File: src/rtl/decode_control_unit.sv
// decode_control_unit
// Decode-stage control generator. Turns the ID opcode into the Decode/Execute
// control bundle (wbs, wme, mm, ALUop, wm, am, ni) with zero latency. It also
// sequences the pipeline: load-use stall, taken-branch flush, multi-cycle MUL
// occupancy and HALT, using a small registered FSM.
//
// Optional feature macro: PERF_COUNTERS_EN
//   defined   -> 16-bit saturating stall-cycle and flush counters
//   undefined -> perf_stall_out / perf_flush_out tied to zero, no counter flops
//
// Handshake: there is no valid/ready pair here. valid_in qualifies the ID
// instruction; stall_out=1 means "ID was not consumed, hold PC and IF/ID";
// flush_out=1 means "discard IF/ID"; the two are never asserted together.
module decode_control_unit #(
    parameter int REG_ADDR_W = 4,
    parameter int MUL_CYCLES = 2
) (
    input  logic                  clk,
    input  logic                  rst_n,
    input  logic                  valid_in,
    input  logic [3:0]            opcode_in,
    input  logic [REG_ADDR_W-1:0] rs1_in,
    input  logic [REG_ADDR_W-1:0] rs2_in,
    input  logic                  ex_mm_in,
    input  logic                  ex_wm_in,
    input  logic [REG_ADDR_W-1:0] ex_rd_in,
    input  logic                  branch_taken_in,
    output logic                  wbs_out,
    output logic                  wme_out,
    output logic                  mm_out,
    output logic [1:0]            ALUop_out,
    output logic                  wm_out,
    output logic                  am_out,
    output logic                  ni_out,
    output logic                  stall_out,
    output logic                  flush_out,
    output logic                  halted_out,
    output logic                  illegal_out,
    output logic [15:0]           perf_stall_out,
    output logic [15:0]           perf_flush_out
);

    // FSM encoding
    localparam logic [1:0] ST_RUN      = 2'd0;
    localparam logic [1:0] ST_MUL_WAIT = 2'd1;
    localparam logic [1:0] ST_HALTED   = 2'd2;

    // Opcodes
    localparam logic [3:0] OP_NOP  = 4'h0;
    localparam logic [3:0] OP_ADD  = 4'h1;
    localparam logic [3:0] OP_SUB  = 4'h2;
    localparam logic [3:0] OP_ADDI = 4'h3;
    localparam logic [3:0] OP_LDR  = 4'h4;
    localparam logic [3:0] OP_STR  = 4'h5;
    localparam logic [3:0] OP_MUL  = 4'h6;
    localparam logic [3:0] OP_SHL  = 4'h7;
    localparam logic [3:0] OP_B    = 4'h8;
    localparam logic [3:0] OP_HALT = 4'hF;

    // Bubbles still owed after a MUL issues (MUL itself takes the first slot)
    localparam logic [2:0] MUL_INIT = 3'(MUL_CYCLES - 1);

    logic [1:0] state_q, state_d;
    logic [2:0] mul_cnt_q, mul_cnt_d;

    // Raw decode of the ID opcode, before any sequencing override
    logic       dec_wbs, dec_wme, dec_mm, dec_wm, dec_am, dec_ni;
    logic [1:0] dec_aluop;
    logic       dec_illegal;
    logic       uses_rs1, uses_rs2;

    logic       load_use;
    logic       decode_en;

    // Opcode decode table and source-register usage
    always_comb begin
        dec_wbs     = 1'b0;
        dec_wme     = 1'b0;
        dec_mm      = 1'b0;
        dec_aluop   = 2'b00;
        dec_wm      = 1'b0;
        dec_am      = 1'b0;
        dec_ni      = 1'b0;
        dec_illegal = 1'b0;
        uses_rs1    = 1'b0;
        uses_rs2    = 1'b0;
        case (opcode_in)
            OP_NOP: ;
            OP_ADD: begin
                dec_wm   = 1'b1;
                uses_rs1 = 1'b1;
                uses_rs2 = 1'b1;
            end
            OP_SUB: begin
                dec_aluop = 2'b01;
                dec_wm    = 1'b1;
                uses_rs1  = 1'b1;
                uses_rs2  = 1'b1;
            end
            OP_ADDI: begin
                dec_am   = 1'b1;
                dec_wm   = 1'b1;
                uses_rs1 = 1'b1;
            end
            OP_LDR: begin
                dec_am   = 1'b1;
                dec_mm   = 1'b1;
                dec_wbs  = 1'b1;
                dec_wm   = 1'b1;
                uses_rs1 = 1'b1;
            end
            OP_STR: begin
                dec_am   = 1'b1;
                dec_wme  = 1'b1;
                uses_rs1 = 1'b1;
                uses_rs2 = 1'b1;
            end
            OP_MUL: begin
                dec_aluop = 2'b10;
                dec_wm    = 1'b1;
                uses_rs1  = 1'b1;
                uses_rs2  = 1'b1;
            end
            OP_SHL: begin
                dec_aluop = 2'b11;
                dec_wm    = 1'b1;
                uses_rs1  = 1'b1;
                uses_rs2  = 1'b1;
            end
            OP_B: begin
                dec_ni   = 1'b1;
                uses_rs1 = 1'b1;
            end
            OP_HALT: ;
            default: dec_illegal = 1'b1;
        endcase
    end

    // Load-use hazard: a load in EX writes a register that ID reads; r0 is exempt
    assign load_use = valid_in && ex_mm_in && ex_wm_in && (ex_rd_in != '0) &&
                      ((uses_rs1 && (rs1_in == ex_rd_in)) ||
                       (uses_rs2 && (rs2_in == ex_rd_in)));

    // Sequencing priority: branch flush, halted, MUL occupancy, load-use, decode
    always_comb begin
        state_d   = state_q;
        mul_cnt_d = mul_cnt_q;
        stall_out = 1'b0;
        flush_out = 1'b0;
        decode_en = 1'b0;
        if (branch_taken_in && (state_q != ST_HALTED)) begin
            // Wrong-path instruction in ID is dropped, including HALT/MUL
            flush_out = 1'b1;
            state_d   = ST_RUN;
            mul_cnt_d = 3'd0;
        end else if (state_q == ST_HALTED) begin
            stall_out = 1'b1;
        end else if (state_q == ST_MUL_WAIT) begin
            stall_out = 1'b1;
            mul_cnt_d = mul_cnt_q - 3'd1;
            if (mul_cnt_q == 3'd1) begin
                state_d = ST_RUN;
            end
        end else if (load_use) begin
            // The load moves on next cycle, so this clears by itself
            stall_out = 1'b1;
        end else if (valid_in) begin
            decode_en = 1'b1;
            if (opcode_in == OP_HALT) begin
                state_d = ST_HALTED;
            end else if ((opcode_in == OP_MUL) && (MUL_CYCLES > 1)) begin
                state_d   = ST_MUL_WAIT;
                mul_cnt_d = MUL_INIT;
            end
        end
    end

    // Control bundle is the decode only when the instruction actually issues
    assign wbs_out     = decode_en & dec_wbs;
    assign wme_out     = decode_en & dec_wme;
    assign mm_out      = decode_en & dec_mm;
    assign ALUop_out   = decode_en ? dec_aluop : 2'b00;
    assign wm_out      = decode_en & dec_wm;
    assign am_out      = decode_en & dec_am;
    assign ni_out      = decode_en & dec_ni;
    assign illegal_out = decode_en & dec_illegal;
    assign halted_out  = (state_q == ST_HALTED);

    // FSM and MUL counter registers
    always_ff @(posedge clk or negedge rst_n) begin
        if (!rst_n) begin
            state_q   <= ST_RUN;
            mul_cnt_q <= 3'd0;
        end else begin
            state_q   <= state_d;
            mul_cnt_q <= mul_cnt_d;
        end
    end

`ifdef PERF_COUNTERS_EN
    logic [15:0] perf_stall_q, perf_stall_d;
    logic [15:0] perf_flush_q, perf_flush_d;

    // Saturating counters; halted cycles are not counted as stalls
    always_comb begin
        perf_stall_d = perf_stall_q;
        perf_flush_d = perf_flush_q;
        if (stall_out && (state_q != ST_HALTED) && (perf_stall_q != 16'hFFFF)) begin
            perf_stall_d = perf_stall_q + 16'd1;
        end
        if (flush_out && (perf_flush_q != 16'hFFFF)) begin
            perf_flush_d = perf_flush_q + 16'd1;
        end
    end

    // Performance counter registers
    always_ff @(posedge clk or negedge rst_n) begin
        if (!rst_n) begin
            perf_stall_q <= 16'd0;
            perf_flush_q <= 16'd0;
        end else begin
            perf_stall_q <= perf_stall_d;
            perf_flush_q <= perf_flush_d;
        end
    end

    assign perf_stall_out = perf_stall_q;
    assign perf_flush_out = perf_flush_q;
`else
    assign perf_stall_out = 16'd0;
    assign perf_flush_out = 16'd0;
`endif

endmodule

File: config.mk
export PLATFORM = sky130hd
export DESIGN_NAME = decode_control_unit
export DESIGN_NICKNAME = d
export VERILOG_FILES = /design/src/rtl/decode_control_unit.sv
export SDC_FILE = /design/constraint.sdc
export NUM_CORES = 1
export LEC_CHECK = 0
export ABC_AREA = 1
export CAP_MARGIN = 20
export CORE_UTILIZATION = 39
export CTS_CLUSTER_SIZE = 25
export DETAILED_ROUTE_END_ITERATION = 8
export MAX_ROUTING_LAYER = met4
export PLACE_DENSITY = 0.85
export SKIP_CTS_REPAIR_TIMING = 1
export SKIP_LAST_GASP = 1
export SYNTH_ARGS = -nofsm -noshare
export SYNTH_HDL_FRONTEND = slang
export SYNTH_SLANG_ARGS = --single-unit
File: constraint.sdc
create_clock -name clk -period 3.1 [get_ports clk]
set_input_delay 0.62 -clock clk [delete_from_list [all_inputs] [get_ports clk]]
set_output_delay 0.62 -clock clk [all_outputs]
set_load 0.1 [all_outputs]
; ---- Word-level counts from Yosys, hierarchy flattened
; Index checks and enable logic that the tools add are counted.
[totals]
reg_bits = 5
latch_bits = 0
ram_bits = 0
rom_bits = 0
in_bits = 22
out_inout_bits = 44
mem_count = 0
[classes]
add_sub_neg = 1
n_mul = 0
n_div = 0
n_lt_le_gt_ge = 0
eq_ne = 19
shift = 0
n_mux = 35
bitwise_logic = 6
reduce_logical = 20
[op_table]
columns = op, count
row1 = $mux W3, 7
row2 = $mux W1, 18
row3 = $mux W2, 9
row4 = $eq A4 B3 Y1 const B, 4
row5 = $reduce_and A5 Y1, 2
row6 = $reduce_or A10 Y1, 1
row7 = $eq A4 B2 Y1 const B, 2
row8 = $eq A4 B4 Y1, 2
row9 = $eq A4 B4 Y1 const B, 2
row10 = $reduce_bool A4 Y1, 2
row11 = $reduce_or A8 Y1, 1
row12 = $logic_and A1 B1 Y1, 7
row13 = $and A1 B1 Y1, 6
row14 = $pmux W2 S3, 1
row15 = $reduce_bool A3 Y1, 2
row16 = $reduce_or A6 Y1, 1
row17 = $reduce_or A5 Y1, 1
row18 = $eq A4 B1 Y1 const B, 1
row19 = $logic_not A4 Y1, 1
row20 = $eq A3 B1 Y1 const B, 1
row21 = $ne A3 B1 Y1 const B, 1
row22 = $ne A3 B2 Y1 const B, 1
row23 = $ne A3 B3 Y1 const B, 1
row24 = $reduce_or A3 Y1, 1
row25 = other kinds (6), 6

; ---- Logic depth before layout (Yosys ltp)
[logic_depth]
ltp_word = 11
ltp_mapped = 12

; ---- Worst setup path after synthesis
; Ideal clock, no wire load.
[synth_timing]
kind = input -> output
start = input ex_rd_in[0]
end = output wbs_out
t_arrival_ps = 2952
path_slack_ps = -472
stages = 9
n_path_buf = 1
path_cell_list = inv_1 -> nor2_1 -> nor2_4 -> nand3_2 -> nand2_2 -> nand2_4 -> nand4_4 -> nor3_2 -> buf_4
[synth_between]
elab_chain_len = 9
word_cells_on_any_way = 13
classes_between = eq/ne (2) / mux (4) / bitwise (1) / reduce/logical (6)
[synth_rtl]
columns = item, line_no
row1 = start: declaration, 26  ; input logic [REG_ADDR_W-1:0] ex_rd_in,
row2 = "$eq A4 B4 Y1, on equally long branches", "141, 142"
row3 = "$logic_and A1 B1 Y1, on equally long branches", "141, 142"
row4 = $logic_or A1 B1 Y1, 141  ; ((uses_rs1 && (rs1_in == ex_rd_in)) ||
row5 = $logic_and A1 B1 Y1 *, 140  ; assign load_use = valid_in && ex_mm_in && ex_wm_in && (ex_rd_in != '0) &&
row6 = $mux W1 *, 164  ; end else if (load_use) begin
row7 = $mux W1 *, 158  ; end else if (state_q == ST_MUL_WAIT) begin
row8 = $mux W1 *, 156  ; end else if (state_q == ST_HALTED) begin
row9 = $mux W1 *, 151  ; if (branch_taken_in && (state_q != ST_HALTED)) begin
row10 = $and A1 B1 Y1 *, -
row11 = end: declaration, 28  ; output logic wbs_out,
; Mark *: on every way between the ends. The rest lies on a longest branch, timed or not.

; ---- Worst setup path in the final report
[layout_timing]
start = input opcode_in[2]
end = output wbs_out
[layout_between]
elab_chain_len = 11
word_cells_on_any_way = 22
classes_between = eq/ne (8) / mux (7) / bitwise (1) / reduce/logical (6)
[layout_rtl]
columns = item, line_no
row1 = start: declaration, 21  ; input logic [3:0] opcode_in,
row2 = $eq A4 B3 Y1 (tied with other cells), 87  ; case (opcode_in)
row3 = $reduce_or A8 Y1 (no line) or $reduce_or A5 Y1 (tied branches), -
row4 = $mux W1, 87
row5 = "$logic_and A1 B1 Y1, on equally long branches", "141, 142"
row6 = $logic_or A1 B1 Y1, 141
row7 = $logic_and A1 B1 Y1, 140
row8 = $mux W1, 164
row9 = $mux W1, 158
row10 = $mux W1, 156
row11 = $mux W1, 151
row12 = $and A1 B1 Y1 *, 179  ; assign wbs_out = decode_en & dec_wbs;
; Marks and branches as above.

==> results.json <==
{
  "status": "finished clean",
  "vias": 959,
  "fp.coreArea_um2": 2477,
  "synth_cells": 159,
  "antenna_found_initial": 0,
  "power.density_nw_per_um2": 469.1,
  "htreeDepth": 1,
  "cp-start-kind": "primary input",
  "path_buf_inv": 2,
  "post-dp-hpwl_mm": 1.716,
  "hold_violations": 0,
  "slew_violations": 0,
  "skew_ps": 0.3224,
  "grt_overflow": 0,
  "gp_congestion": 0.8691,
  "rows": 18,
  "wirelength_mm": 1.942,
  "synth.top_cell.area_share": 0.2418,
  "ys_warn_count": 0,
  "synth_edf_count": 0,
  "fin_crit_ps": 2977,
  "vdd_drop_max_mv": 0.4532,
  "synth_cell_types": 27,
  "drc": 0,
  "cts_tree": "done",
  "synth.avg_cell_area_um2": 6.445,
  "cp_data_required_time_ps": 2480,
  "die_y_um": 53.26,
  "holdWs_ps": 471.4,
  "fmax_mhz": 335.9,
  "drive_gt1_frac": 0.2576,
  "initialDrtViolationCount": 11,
  "yosys-top-cells-count": "buf_4 (33), nand2_1 (33), inv_1 (21)",
  "port_buffers": 33,
  "min_to": "state_q[0]$_DFFE_PN0P_",
  "grt_max_degree": 9,
  "static-leakage-power_nw": 0.7758,
  "worstPathArrival_ps": 2360,
  "root_buffer": "clkbuf_4",
  "synth_flop_cell": "dfrtp_1",
  "reg2reg_from": "state_q[1]$_DFFE_PN0P_",
  "syn_to_final_growth_pct": 40.54,
  "critPathMaxFanout": 6,
  "dp_slack_ps": 119.2,
  "power_uw": 675.6,
  "path_depth": 9,
  "critical_path_class": "in -> out",
  "synth-seq-cells": 5,
  "placed_cell_area_um2": 1396,
  "cts_made_buffers": 3,
  "setup_viol": 0,
  "ys_seq_area_frac": 0.1221,
  "grt_pass1_wl_mm": 2.849,
  "worst_setup_path_end_kind": "primary output",
  "rsz0062_at_grt": "false",
  "start_util": 0.4136,
  "crit_slowest_cell": "clkdlybuf4s50_1",
  "layout_setup_ws_ps": 123.0,
  "r2r_cells": 8,
  "via_per_inst": 4.206,
  "cts.path.max_buffers": 2,
  "timing.rr.end": "state_q[1]$_DFFE_PN0P_",
  "multi_input_area_um2": 686.9,
  "drt-pass1-iter-count": 4,
  "wl_per_cell_um": 8.518,
  "worstPathCellList": "clkdlybuf4s50_1 -> nor2_2 -> nand3_1 -> nand3_1 -> nor2_2 -> nand2_4 -> nand4_4 -> nor3_4 -> buf_12",
  "period_share": 0.9603,
  "clock-sinks": 5,
  "synthArstFlopShare": 1.000,
  "fillerInstances": 233,
  "worstHoldStart": "state_q[0]$_DFFE_PN0P_",
  "synth_largest_area_cell": "buf_4",
  "num_io_pins": 66,
  "r2r_setup_slack_ps": 1630,
  "min_delay_path_depth": 2,
  "cts.clk_slew.worst_paths_ps": 40,
  "ys_top_cells_by_area": "buf_4 (24%), dfrtp_1 (12%), nand2_1 (12%)",
  "insertion_delay_ps": 230,
  "synth_area_um2": 1025,
  "antenna-diode-count": 0,
  "max_stage_delay_ps": 540,
  "nNetsFinal": 223,
  "die_w_um": 53.26,
  "drt.antenna.violating_nets": 0,
  "seq_area_um2": 125.1,
  "hold_class": "reg -> reg",
  "die-area_um2": 2837,
  "crit_family": "simple AND/OR/NAND/NOR gates",
  "maxCapViolCount": 0,
  "grt_pass1_vias": 731,
  "global_route.usage.total": 0.1395,
  "final_area_um2": 1440
}
placed cells by master, fill, tap and decap left out, types with 5 or more instances in the layout:
cell              n
nand2_1          33
conb_1           32
inv_1            21
clkdlybuf4s50_1  21
buf_12           11
nor2_2           10
nor2_1           10
nand3_1           7
nand2_2           5
nand2_4           5
dfrtp_1           5
buf_4             5
metal layers:
metal / vias to the layer above / routed length [um] / track usage
met2: 34 / 1061 / 0.2479
li1: 504 / - / -
met5: - / 0 / -
met4: 0 / 9 / 0.05702
met3: 2 / 111 / 0.02299
met1: 419 / 759 / 0.1521
logic make-up (layout without fill, tap and decap cells):
group	count (synthesis)	in the layout	share of synthesized area
xor+xnor	3	3	0.02565
buf+inv	58	66	0.3358
fa+ha+maj	2	2	0.02442
simple gates	81	81	0.4396
compound gates	9	9	0.04884
flops	5	5	0.1221
other cells	1	32	0.003659
where the power goes:
group,total (mW),internal [mW],leakage [nW],switching [mW]
Combinational,0.502,0.130,0.695,0.372
Clock,0.0709,0.0484,0.0150,0.0225
Sequential,0.103,0.0883,0.0658,0.0145
metrics by stage:
stage / cells / setup TNS (ps) / utilization
6_report: 228 / 0 / 0.5813
5_1_grt: 228 / 0 / 0.5813
4_1_cts: 226 / 0 / 0.5742
3_5_place_dp: 222 / 0 / 0.5636
3_3_place_gp: 222 / 0 / 0.5636
2_1_floorplan: 190 / -15.04 / -
tightest hold or removal path: stages, from the launching register on:
cell	delay, ps
dfrtp_1	330
nand2_1	50
nand2_1	50
worst max-delay path by stage:
| stage | startpoint | endpoint | slack [ps] |
|---|---|---|---|
| 3_3_place_gp | opcode_in[1] | wbs_out | 130 |
| 6_report | opcode_in[2] | wbs_out | 120 |
| 4_1_cts | opcode_in[2] | wbs_out | 110 |
| 3_5_place_dp | opcode_in[2] | wbs_out | 120 |
| 5_1_grt | opcode_in[1] | ni_out | 3 |
| 2_1_floorplan | ex_rd_in[0] | wbs_out | -20 |
registers in the layout (all words and copies together), names as in the netlist:
register   flops
mul_cnt_q      3
state_q        2
layout make-up:
cell class / instances / share of cell area
multi-input combinational: 127 / 0.4770
timing repair buffer: 37 / 0.3249
sequential: 5 / 0.08688
inverter: 25 / 0.06690
tap: 30 / 0.02606
clock buffer: 4 / 0.01825
No activity file was read; power rests on OpenSTA's default activity.
